`config.mk`:
```
export PLATFORM = sky130hd
export DESIGN_NAME = decoder_2to4
export DESIGN_NICKNAME = d
export VERILOG_FILES = /design/src/rtl/decoder_2to4.sv
export SDC_FILE = /design/constraint.sdc
export NUM_CORES = 1
export LEC_CHECK = 0
export ABC_AREA = 1
export CORE_AREA = 8 8 45 47
export CTS_CLUSTER_DIAMETER = 100
export DETAILED_ROUTE_END_ITERATION = 8
export DIE_AREA = 0 0 53 55
export PLACE_DENSITY = 0.52
export SETUP_SLACK_MARGIN = 0.5
export SYNTH_ARGS = -nofsm -noshare
export SYNTH_HDL_FRONTEND = slang
export SYNTH_SLANG_ARGS = --single-unit
export TNS_END_PERCENT = 5
```
`constraint.sdc`:
```
create_clock -name clk -period 0.8 [get_ports clk]
set_input_delay 0.12 -clock clk [delete_from_list [all_inputs] [get_ports clk]]
set_output_delay 0.12 -clock clk [all_outputs]
set_load 0.005 [all_outputs]
```
`src/rtl/decoder_2to4.sv`:
```
// -----------------------------------------------------------------------------
// decoder_2to4
//
// Registered 2-to-4 line decoder with an active-high enable. One clock of
// latency. Downstream logic sees a clean one-hot select code (or one-cold
// when OUT_ACTIVE_LOW=1) with no decode glitches.
//
// Parameters
//   OUT_ACTIVE_LOW  0: an asserted output bit is 1 and the idle value is 0000
//                   1: every Y bit is inverted and the idle value is 1111
//
// Ports
//   clk        in   1  system clock, rising edge
//   rst        in   1  synchronous reset, active high, overrides E and A
//   A          in   2  select code, A[1] is the MSB
//   E          in   1  enable, active high
//   Y          out  4  registered decoded output; Y[i] asserted when E=1, A=i
//   valid      out  1  registered copy of E
//   y_changed  out  1  one-cycle pulse when the registered Y value changes
// -----------------------------------------------------------------------------
module decoder_2to4 #(
   parameter logic OUT_ACTIVE_LOW = 1'b0
) (
   input  logic       clk,
   input  logic       rst,
   input  logic [1:0] A,
   input  logic       E,
   output logic [3:0] Y,
   output logic       valid,
   output logic       y_changed
);

   // Value Y takes when nothing is selected (disabled or in reset).
   localparam logic [3:0] IDLE = OUT_ACTIVE_LOW ? 4'b1111 : 4'b0000;

   logic [3:0] dec_hi;        // active-high one-hot decode of A, gated by E
   logic [3:0] y_d;
   logic [3:0] y_q;
   logic       valid_d;
   logic       valid_q;
   logic       y_changed_d;
   logic       y_changed_q;

   // E is ANDed in per bit so an unknown A while disabled cannot leak into Y.
   generate
      for (genvar gi = 0; gi < 4; gi++) begin : g_dec
         assign dec_hi[gi] = E & (A == 2'(gi));
      end
   endgenerate

   always_comb begin
      y_d         = OUT_ACTIVE_LOW ? ~dec_hi : dec_hi;
      valid_d     = E;
      // Compared against the register contents, not the previous inputs.
      y_changed_d = (y_d != y_q);
   end

   always_ff @(posedge clk) begin
      if (rst) begin
         y_q         <= IDLE;
         valid_q     <= 1'b0;
         y_changed_q <= 1'b0;
      end else begin
         y_q         <= y_d;
         valid_q     <= valid_d;
         y_changed_q <= y_changed_d;
      end
   end

   assign Y         = y_q;
   assign valid     = valid_q;
   assign y_changed = y_changed_q;

endmodule

```
=== Word level (Yosys, flattened, before mapping) ===
Index checks and enable logic that the tools add are counted.

* Output and inout bits: 6
* Memory bits (read-only): 0
* Flip-flop bits (word level): 6
* Input bits: 5
* Bits in writable memories: 0
* Latch bits: 0
* Memories: 0
* Logic and storage cells: 12

* $add $sub $neg: 0
* Multiplexer cells: 0
* Multiply operators: 0
* Order comparisons: 0
* Equality and inequality tests: 4
* Div/mod/pow operators: 0
* Reductions and logical operators: 1
* Shift-type cells: 0
* Bitwise gates (word level): 4

{| class="wikitable"
|+ Operators with widths
! operator !! number
|-
| $and A1 B1 Y1 || 4
|-
| $eq A2 B2 Y1 const B || 2
|-
| $ne A4 B4 Y1 || 1
|-
| $eq A2 B1 Y1 const B || 1
|-
| $logic_not A2 Y1 || 1
|}

=== Longest topological paths before layout ===
Gate-level depths: netlist of the first run.

* Word-level depth: 3
* Gate-level depth with buffers: 7
* Depth with buffers taken out: 7

=== Worst setup path after synthesis of the first run ===
Ideal clock, no wire load.

* Kind: reg-to-reg
* Start: reg y_q[1], in the netlist Y[1]
* End: reg y_changed_q, in the netlist y_changed
* Path buffers: 0
* Arrival: 659 ps
* Setup slack: 29 ps
* Cell stages (with the launch flop): 6
* Required time: 689 ps
* Library setup time: 111 ps
* Period minus slack after synthesis: 771 ps
* Cells stage by stage: dfxtp_1 nand4_1 nand2_1 nand2_1 nor2_1 nor2_1

* Longest elaborated chain between the ends: 1

{| class="wikitable"
|+ Ends and longest elaborated chain
! what !! RTL line !! source
|-
| start, declared || 38 || <nowiki>logic [3:0] y_q;</nowiki>
|-
| start signal, assigned || 64 || <nowiki>y_q <= y_d;</nowiki>
|-
| $ne A4 B4 Y1 || 55 || <nowiki>y_changed_d = (y_d != y_q);</nowiki>
|-
| end signal, assigned || 66 || <nowiki>y_changed_q <= y_changed_d;</nowiki>
|-
| end, declared || 42 || <nowiki>logic y_changed_q;</nowiki>
|}

Every way passes these cells.
A chain may end at the register's enable or synchronous reset.

=== Worst setup path after layout of the first run ===
Ends and elaborated chain as after synthesis.

==> results.cfg, run 1 <==
[outcome]
outcome = finished, violations left
violations = negative setup slack

[floorplan]
initial_core_util_pct = 18.9
die_h_um = 55
num_rows = 14
pin_count = 11
core-area_um2 = 1380
die_area_um2 = 2920
die_w_um = 53

[detailed_routing]
vias = 308
remaining_drc_errors = 0
drtIter0Drc = 0
drtPass1Iterations = 1
wl_um = 699
viasPerCell = 4.16
routedWlPerCell_um = 9.45
ant_nets = 0

[global_route]
first_global_vias = 327
antenna_found_initial = 0
overflow = 0
grt_max_degree = 10
grt_pass1_wl_um = 1350
grt_usage_pct = 6.45

[setup_path]
rr_startpoint = Y[1]$_SDFF_PP0_
worst_ep_arrival_time_ns = 1.01
start_kind = register
cp_max_fo = 2
r2r-end = y_changed$_SDFF_PP0_
required_ns = 0.93
ff2ff_path_depth = 7
path_class = reg2reg
setup.worst_path.end = y_changed$_SDFF_PP0_
end_kind = register
r2r_setup_slack_ns = -0.08
startpoint = Y[1]$_SDFF_PP0_

[sta]
grt_setup_unrepaired = yes
whs_ns = 0.305
hold_viol_final = 0
tightest_slew_ns = 0.319
slew_viol_final = 0
slew_headroom_pct = 78.7
finClkSkew_ns = 0.000413
timing.final.crit_share_pct = 109
layout_min_cycle_time_ns = 0.876
fmax_ghz = 1.14
setup_viol = 1
finalWorstSetupSlack_ns = -0.0759

[logic_synthesis]
post_synth.cell_area_avg_um2 = 6.71
synth_common_cells = 9 x nand2_1, 8 x nor2_1, 7 x inv_1
synth_top_area_share_pct = 45.9
yosysMostFrequentCell = nand2_1
ys_seq_area_share_pct = 45.9
netlist_top_cells_area = dfxtp_1 46%, nand2_1 13%, nor2_1 11%, inv_1 10%, nand3_1 9.6%
synth_area_um2 = 262
netlist_instances = 39
synth_edf_count = 0
yosysTopAreaCell = dfxtp_1
synth_ff_type = dfxtp_1
syn-num-nets = 44
synth_cell_types = 7
async_reset_ff_share_pct = 0
synth_seq_cells = 6
ys_warn_count = 0

[placed_design]
dpl.hpwl_um = 520
dp_cells = 71
gp_congestion = 0.664
numPortBuffers = 10

[job]
drv_cap = 0

[final_layout]
drive_above_1_share_pct = 43.1
nets = 65
area_growth_pct = 67.5
antenna_cells = 0
final_cells = 74
fillCellCount = 163

[clocking]
clock-root-buffer = clkbuf_4
numCtsBuffers = 3
clock_path_buffers = 2
htreeDepth = 1
post_cts_buffers = 0
cts.clk_slew.worst_paths_ns = 0.04
clock-sinks = 6
clk_latency_ns = 0.25
cts_tree = built

[pwr]
p_per_area_nw_per_um2 = 1610
total_power_uw = 703
leakagePower_uw = 0.000231
irDropWorstVdd_v = 0.000917

[worst_hold_path]
hold_path.class = in2reg
-- sequential cells by signal, indices dropped and copies added, names as in the netlist --
name,cells
y_changed,1
valid,1
Y,4
-- report_power, final --
part | switching, uW | internal [uW] | leakage, uW | total, uW
combinational | 53.4 | 49.9 | 0.000166 | 103
sequential | 4.11 | 314 | 0.0000511 | 318
clock | 112 | 170 | 0.0000138 | 282
total | 169 | 534 | 0.000231 | 703
-- metrics by stage --
step	setup TNS, ns	setup WS, ns	area, um2	util, %
floorplan	0	0.0571	267	-
global placement	-2.67	-0.493	432	31.2
detailed placement	-2.86	-0.536	432	31.2
CTS	-0.0997	-0.0737	438	31.6
global route	-0.319	-0.186	438	31.6
finish	-0.0759	-0.0759	438	31.6
-- critical path, cell delays in order (launching register included) --
cell	delay [ns]
dfxtp_2	0.31
buf_6	0.11
inv_2	0.03
nand2_1	0.04
nand2_1	0.07
nand2_1	0.05
nor2_1	0.10
nor2_1	0.04
-- worst min path at each step --
stage,to,cells past startpoint,from
floorplan,Y[0]$_SDFF_PP0_,1,rst
global placement,y_changed$_SDFF_PP0_,5,Y[2]$_SDFF_PP0_
detailed placement,y_changed$_SDFF_PP0_,5,Y[2]$_SDFF_PP0_
CTS,Y[2]$_SDFF_PP0_,2,rst
global route,Y[3]$_SDFF_PP0_,2,rst
finish,Y[2]$_SDFF_PP0_,2,rst
-- timing repair --
item / 4_1_cts / 5_1_grt
pin swaps: 7 / 1
hold buffers: 0 / 0
endpoints found under the setup margin: 12 / 12
gates resized for setup: 36 / 0
-- routing by layer --
metal	up-vias	wire (um)	track usage (%)
met2	10	301	8.98
met1	136	315	6.99
met3	2	74	4.55
li1	160	-	-
met4	0	8	3.88
met5	-	0	0
-- layout make-up --
| cell class | count | area, um2 | area share [%] |
|---|---|---|---|
| timing repair buffer | 17 | 129 | 29.4 |
| sequential | 6 | 125 | 28.6 |
| multi-input combinational | 25 | 115 | 26.3 |
| inverter | 7 | 26.3 | 6.00 |
| clock buffer | 3 | 22.5 | 5.14 |
| tap | 16 | 20.0 | 4.57 |
-- layout by cell type, fill, tap and decap left out, types with 4 or more instances in the layout --
cell,instances
dfxtp_2,4
dlygate4sd2_1,4
buf_2,6
inv_1,4
nor2_1,7
buf_4,4
nand2_1,9
nand3_1,4
-- logic make-up after synthesis --
family | Yosys count | share of synthesized area (%)
buffers and inverters | 8 | 12.9
flip-flops | 6 | 45.9
AND/OR/NAND/NOR | 25 | 41.1
No activity file was read; power rests on OpenSTA's default activity.
==> run 2: changes to the inputs <==
- CORE_AREA: 8 8 45 47 -> 2 2 39 41
- DIE_AREA: 0 0 53 55 -> 0 0 41 43
- GPL_TIMING_DRIVEN: not set -> 1
==> results.cfg, run 2 (same netlist as run 1, synthesis figures left out) <==
[global_route]
grt_max_degree = 10
antenna_found_initial = 0
grt_usage_pct = 8.43
grt_pass1_wl_um = 931
overflow = 0
first_global_vias = 261

[sta]
hold_viol_final = 0
finClkSkew_ns = 0.00366
layout_min_cycle_time_ns = 0.856
slew_viol_final = 0
grt_setup_unrepaired = yes
finalWorstSetupSlack_ns = -0.0563
whs_ns = 0.272
timing.final.crit_share_pct = 107
fmax_ghz = 1.17
setup_viol = 2
tightest_slew_ns = 0.274
slew_headroom_pct = 81.8

[final_layout]
final-seq-area_um2 = 126
largest_reg_flops = 4
multi_input_area_um2 = 110
layout_commonest_cell = nand2_1
area_growth_pct = 61.7
nets = 65
antenna_cells = 0
drive_above_1_share_pct = 44.8
final_cell_mix = 9 x nand2_1, 7 x nor2_1, 6 x buf_2
fillCellCount = 171

[placed_design]
numPortBuffers = 10
gp_congestion = 0.761
dpl.hpwl_um = 465

[setup_path]
slowest_stage = dfxtp_2
crit_family = flip-flops
end_kind = register
cpPeakStageDelay_ns = 0.32
worst_ep_arrival_time_ns = 0.99
cp_num_buf_inv = 2
crit_top_cell = nor2_1
path_class = reg2reg
cp_max_fo = 2
start_kind = register
crit_chain = buf_4 > inv_1 > nand4_1 > nand3_1 > nor2_1 > nor2_1
required_ns = 0.93

[pwr]
sw_frac_of_total_pct = 23.0
irDropWorstVdd_v = 0.000812
power.internal_uw = 532
p_sw_uw = 159
p_comb_share_pct = 14.1
total_power_uw = 690
pwr-share-seq_pct = 46.3
leakagePower_uw = 0.000227
p_per_area_nw_per_um2 = 1630
power_frac_clock_pct = 39.6

[outcome]
violations = negative setup slack
outcome = finished, violations left

[worst_hold_path]
hold_path.class = in2reg

[detailed_routing]
vias = 306
remaining_drc_errors = 0
drtPass1Iterations = 4
ant_nets = 0
wl_um = 607
drtIter0Drc = 7
viasPerCell = 4.14
routedWlPerCell_um = 8.20

[floorplan]
die_area_um2 = 1760
pin_count = 11
num_rows = 14
die_h_um = 43
core-area_um2 = 1380
initial_core_util_pct = 18.9
die_w_um = 41

[clocking]
clk_latency_ns = 0.24
numCtsBuffers = 3
cts_tree = built
clock-root-buffer = clkbuf_4
clock-sinks = 6
cts.clk_slew.worst_paths_ns = 0.04
htreeDepth = 1
clock_path_buffers = 2

[job]
drv_cap = 0
## run 2: timing repair
| action | in CTS | in global routing |
|---|---|---|
| resized for setup | 33 | 5 |
| setup buffers | 0 | 0 |
| pin swaps | 6 | 4 |
| hold buffers | 0 | 0 |
| setup endpoints to repair | 12 | 12 |
## run 2: layout make-up
type,count,area share (%)
repair buffers,17,27.8
clock buffers,3,5.33
flip-flops and latches,6,29.9
well taps,16,4.73
inverters,7,6.21
multi-input cells,25,26.0
## run 2: power by group through the flow
stage | sequential, uW | clock [uW] | combinational, uW
6_report | 320 | 274 | 97.2
5_1_grt | 321 | 318 | 111
4_1_cts | 319 | 290 | 99.0
2_1_floorplan | 326 | 0 | 39.9
3_3_place_gp | 325 | 0 | 115
3_5_place_dp | 324 | 0 | 115
## run 2: final timing paths
kind / from / slack, ns / cells past startpoint / endpoint
max: Y[2]$_SDFF_PP0_ / -0.06 / 6 / y_changed$_SDFF_PP0_
min: A[1] / 0.27 / 4 / Y[3]$_SDFF_PP0_
max reg2reg: Y[2]$_SDFF_PP0_ / -0.06 / 6 / y_changed$_SDFF_PP0_
min reg2reg: Y[3]$_SDFF_PP0_ / 0.63 / 5 / y_changed$_SDFF_PP0_
## run 2: per-layer routing
layer / global-route usage [%] / wire [um]
met5: 0 / 0
met4: 2.00 / 0
met3: 7.85 / 47
met2: 12.2 / 292
met1: 8.65 / 266
## run 2: worst min-delay path, cell delays in order
cell and delay, ns:
clkbuf_2 0.13, nand3_1 0.10, buf_4 0.10, nor2_1 0.03
## run 2: stage by stage
stage	instances	utilization (%)	cell area (um2)	setup TNS, ns	setup slack [ns]
floorplan	39	-	267	0	0.0571
global placement	71	31.2	432	-2.75	-0.491
detailed placement	71	31.2	432	-2.84	-0.507
CTS	74	30.9	428	-0.0914	-0.0557
global route	74	30.6	423	-0.320	-0.167
finish	74	30.6	423	-0.0606	-0.0563
